## src/rtl/counter_pkg.sv

```systemverilog
// Shared definitions for the counter stream checker: mode encodings,
// checker state encoding and error-code values.
package counter_pkg;

  typedef enum logic [1:0] {
    MODE_UP     = 2'b00,
    MODE_DOWN   = 2'b01,
    MODE_UPDOWN = 2'b10,
    MODE_HOLD   = 2'b11
  } mode_e;

  typedef enum logic [1:0] {
    ST_UNSYNC = 2'b00,
    ST_SYNC   = 2'b01,
    ST_INFER  = 2'b10,
    ST_TRACK  = 2'b11
  } state_e;

  // err_code bit 0 = value mismatch, bit 1 = flag mismatch
  localparam logic [1:0] ERR_NONE = 2'b00;
  localparam logic [1:0] ERR_VAL  = 2'b01;
  localparam logic [1:0] ERR_FLAG = 2'b10;
  localparam logic [1:0] ERR_BOTH = 2'b11;

endpackage

```

## src/rtl/counter_expect.sv

```systemverilog
// Combinational next-state model of the multi-mode counter.
//   prev_i     : last observed count
//   mode_i     : counter mode
//   dir_i      : current bounce direction (1 = up), used in up/down mode
//   exp_val_o  : expected next count
//   exp_flag_o : expected boundary flag
//   next_dir_o : bounce direction after this step
module counter_expect
  import counter_pkg::*;
#(
  parameter int unsigned CNT_W = 4
) (
  input  logic [CNT_W-1:0] prev_i,
  input  logic [1:0]       mode_i,
  input  logic             dir_i,
  output logic [CNT_W-1:0] exp_val_o,
  output logic             exp_flag_o,
  output logic             next_dir_o
);

  localparam logic [CNT_W-1:0] CNT_MAX = {CNT_W{1'b1}};
  localparam logic [CNT_W-1:0] CNT_MIN = '0;

  // Saturate at the limits instead of wrapping; the flag marks the stall.
  always_comb begin
    exp_val_o  = prev_i;
    exp_flag_o = 1'b0;
    next_dir_o = dir_i;
    case (mode_i)
      MODE_UP: begin
        if (prev_i == CNT_MAX) exp_flag_o = 1'b1;
        else                   exp_val_o  = prev_i + CNT_W'(1);
      end
      MODE_DOWN: begin
        if (prev_i == CNT_MIN) exp_flag_o = 1'b1;
        else                   exp_val_o  = prev_i - CNT_W'(1);
      end
      MODE_UPDOWN: begin
        if (dir_i) begin
          if (prev_i == CNT_MAX) begin
            exp_flag_o = 1'b1;
            next_dir_o = 1'b0;
          end else begin
            exp_val_o = prev_i + CNT_W'(1);
          end
        end else begin
          if (prev_i == CNT_MIN) begin
            exp_flag_o = 1'b1;
            next_dir_o = 1'b1;
          end else begin
            exp_val_o = prev_i - CNT_W'(1);
          end
        end
      end
      default: ;
    endcase
  end

endmodule

```

## config.mk

```make
export PLATFORM = sky130hd
export DESIGN_NAME = counter_expect
export DESIGN_NICKNAME = d
export VERILOG_FILES = /design/src/rtl/counter_pkg.sv /design/src/rtl/counter_expect.sv
export SDC_FILE = /design/constraint.sdc
export NUM_CORES = 1
export LEC_CHECK = 0
export ABC_AREA = 1
export BUFFER_PORTS_ARGS = -buffer_cell sky130_fd_sc_hd__buf_2
export CORE_AREA = 8 8 45 47
export DETAILED_ROUTE_END_ITERATION = 12
export DIE_AREA = 0 0 53 55
export GPL_TIMING_DRIVEN = 0
export PLACE_DENSITY_LB_ADDON = 0.15
export SYNTH_ARGS = -nofsm -noshare
export SYNTH_HDL_FRONTEND = slang
export SYNTH_SLANG_ARGS = --single-unit
```

## constraint.sdc

```tcl
create_clock -name vclk -period 1
set_input_delay 0.2 -clock vclk [all_inputs]
set_output_delay 0.2 -clock vclk [all_outputs]
set_load 0.02 [all_outputs]
```

==> summary.md <==
| Metric | Value |
|---|---|
| Outcome | finished with violations |
| Failing checks | setup timing |
| Top Layer Used | met3 |
| DRC | 0 |
| Final Max Tran Viols | 0 |
| Post-Route WL | 870 um |
| CP most frequent cell | nand3_4 |
| Die area | 2920 um^2 |
| Die W | 53 um |
| CP endpoint kind | output pin |
| Detailed-route via count | 378 |
| DR iter-0 viols | 2 |
| Die Y | 55 um |
| Routed wl met2 | 486 um |
| Crit-path max cell delay | 0.15 ns |
| Final period util | 130% |
| Largest net degree at the start of global routing | 7 |
| Cells along the critical path | buf_12, inv_12, ha_4, nand3_4, nand3_4, nand2_4, xor2_4, buf_6 |
| Total global routing track utilization | 5.89% |
| Gpl congestion | 0.729 |
| # fillers | 148 |
| # diodes | 0 |
| Final WS setup | -0.300 ns |
| Met3 wire length | 55 um |
| Yosys cell types | 15 |
| RSZ-0062 raised after global routing | yes |
| CP max stage cell | ha_4 |
| Footprint of the multi-input gates | 358 um^2 |
| Synth Net Count | 60 |
| WP data required | 0.80 ns |
| Gr ovfl total | 0 |
| First-pass GRT wire length | 1430 um |
| VDD IR-drop max | 0.348 mV |
| Vias in the first global route | 356 |
| Rel. slew slack | 84.9% |
| Netlist Area Pre-Place | 280 um^2 |
| Highest attainable clock frequency | 0.769 GHz |
| Crit path from | prev_i[1] |
| Kind of critical path | input port to output pin |
| Syn Area/Cell | 5.50 um^2 |
| Vias/cell | 4.30 |
| Worst-margin pin slew | 0.227 ns |
| Post-route ant nets | 0 |
| Detailed placer's ending HPWL | 729 um |
| Register area share after synthesis | 0% |
| Routed len/inst | 9.89 um |
| Core ar. | 1380 um^2 |
| Register Area | 0 um^2 |
| Synthesis warning total | 0 |
| # setup viols final | 6 |
| Tightest Hold Check Type | input port to output pin |
| Post-Synthesis Cells | 51 |
| Share of cells above drive strength 1 | 65.3% |
| Cell area power density | 534 nW/um^2 |
| Crit path max fanout | 4 |
| FF+latch count | 0 |
| Row cnt | 14 |
| Area Overhead vs Synth | 124% |
| Initial Utilization | 20.3% |
| Fin area | 628 um^2 |
| Layout Nets | 83 |
| PortBufs | 13 |
| Crit path to | exp_val_o[0] |
| WL met1 | 328 um |
| Leakage | 0.303 nW |
| Initial DRT Pass Iterations | 3 |
| Placed Area | 464 um^2 |
| Crit path DAT | 1.10 ns |
| Startpoint types | input port |
| Fin crit period | 1.30 ns |
| Clk_buf instances | 0 |
| Io pins | 13 |
| Antenna violations before repair | 0 |
| TNS Setup | -1.51 ns |
| Worst Hold Slack | 0.732 ns |
| Hold Violations, Final | 0 |
| Max-capacitance violation count | 0 |
where the power goes:
part | total [W] | switching, W | internal, W
Combinational | 0.000335 | 0.000175 | 0.000160
Clock | 0 | 0 | 0
Sequential | 0 | 0 | 0
critical path, delay by kind of cell:
| kind | cells | cell delay (ns) |
|---|---|---|
| buffers and inverters | 3 | 0.26 |
| and+or+nand+nor | 3 | 0.33 |
| adders and majority gates | 1 | 0.15 |
| xor gates and xnor gates | 1 | 0.15 |
stage by stage:
stage          utilization, %  worst slack [ns]  std cells  total power [W]
2_1_floorplan               -            -0.121         51         0.000176
3_5_place_dp             33.5            -0.551         80         0.000252
3_3_place_gp             33.5            -0.532         80         0.000250
4_1_cts                  40.1            -0.350         83         0.000312
6_report                 45.4            -0.300         88         0.000335
5_1_grt                  45.4            -0.355         88         0.000363
how the worst min path moves through the flow:
stage                    from           end  slack, ns  cells past startpoint
detailed placement      dir_i    next_dir_o       0.75                      4
global route            dir_i    next_dir_o       0.77                      4
floorplan           prev_i[0]  exp_val_o[0]       0.47                      1
CTS                 prev_i[1]  exp_val_o[1]       0.74                      4
finish                  dir_i    next_dir_o       0.73                      4
global placement        dir_i    next_dir_o       0.74                      4
timing repair:
item,CTS,global route
pin swaps,9,7
buffers inserted,3,5
endpoints found under the hold margin,0,0
setup endpoints to repair,6,6
hold buffers,0,0
gates resized for setup,23,11
placed cells by master (no fill, tap or decap), types with 3 or more instances in the layout:
cell type,count
buf_6,6
inv_1,5
inv_2,3
nand2_1,8
nand2_4,4
nor2_1,4
nand3_1,5
buf_2,4
nand2_2,3
buf_4,8
synth_stat cells:
| cell | count | area share, % |
|---|---|---|
| nand2_1 | 12 | 16 |
| inv_1 | 10 | 13 |
| nand3_1 | 6 | 11 |
| nor2_1 | 6 | 8.0 |
| nand2_2 | 3 | 6.7 |
| a21oi_1 | 2 | 3.6 |
| ha_1 | 2 | 8.9 |
| o21ai_0 | 2 | 3.6 |
| xor2_1 | 2 | 6.3 |
| nand3_2 | 1 | 3.6 |
| nand3_4 | 1 | 6.3 |
| nor2_4 | 1 | 4.0 |
| o21ai_2 | 1 | 3.1 |
| o31ai_1 | 1 | 2.7 |
| xnor2_1 | 1 | 3.1 |
area by class of cell:
class | count | area share [%]
repair buffers | 21 | 31.1
multi-input cells | 41 | 57.0
inverters | 10 | 8.76
well taps | 16 | 3.19
cells by family after synthesis:
logic type / after synthesis / share of synthesized area [%]
AO/OA/AOI/OAI: 6 / 12.9
XOR/XNOR: 3 / 9.38
adder cells (fa/ha/maj): 2 / 8.93
buffers and inverters: 10 / 13.4
AND/OR/NAND/NOR: 30 / 55.4
per-layer routing:
layer / global-route usage (%) / vias up
met5: 0 / -
met4: 0 / 0
met3: 0.535 / 0
met1: 6.50 / 168
met2: 12.3 / 8
li1: - / 202
No activity file was read; power rests on OpenSTA's default activity.
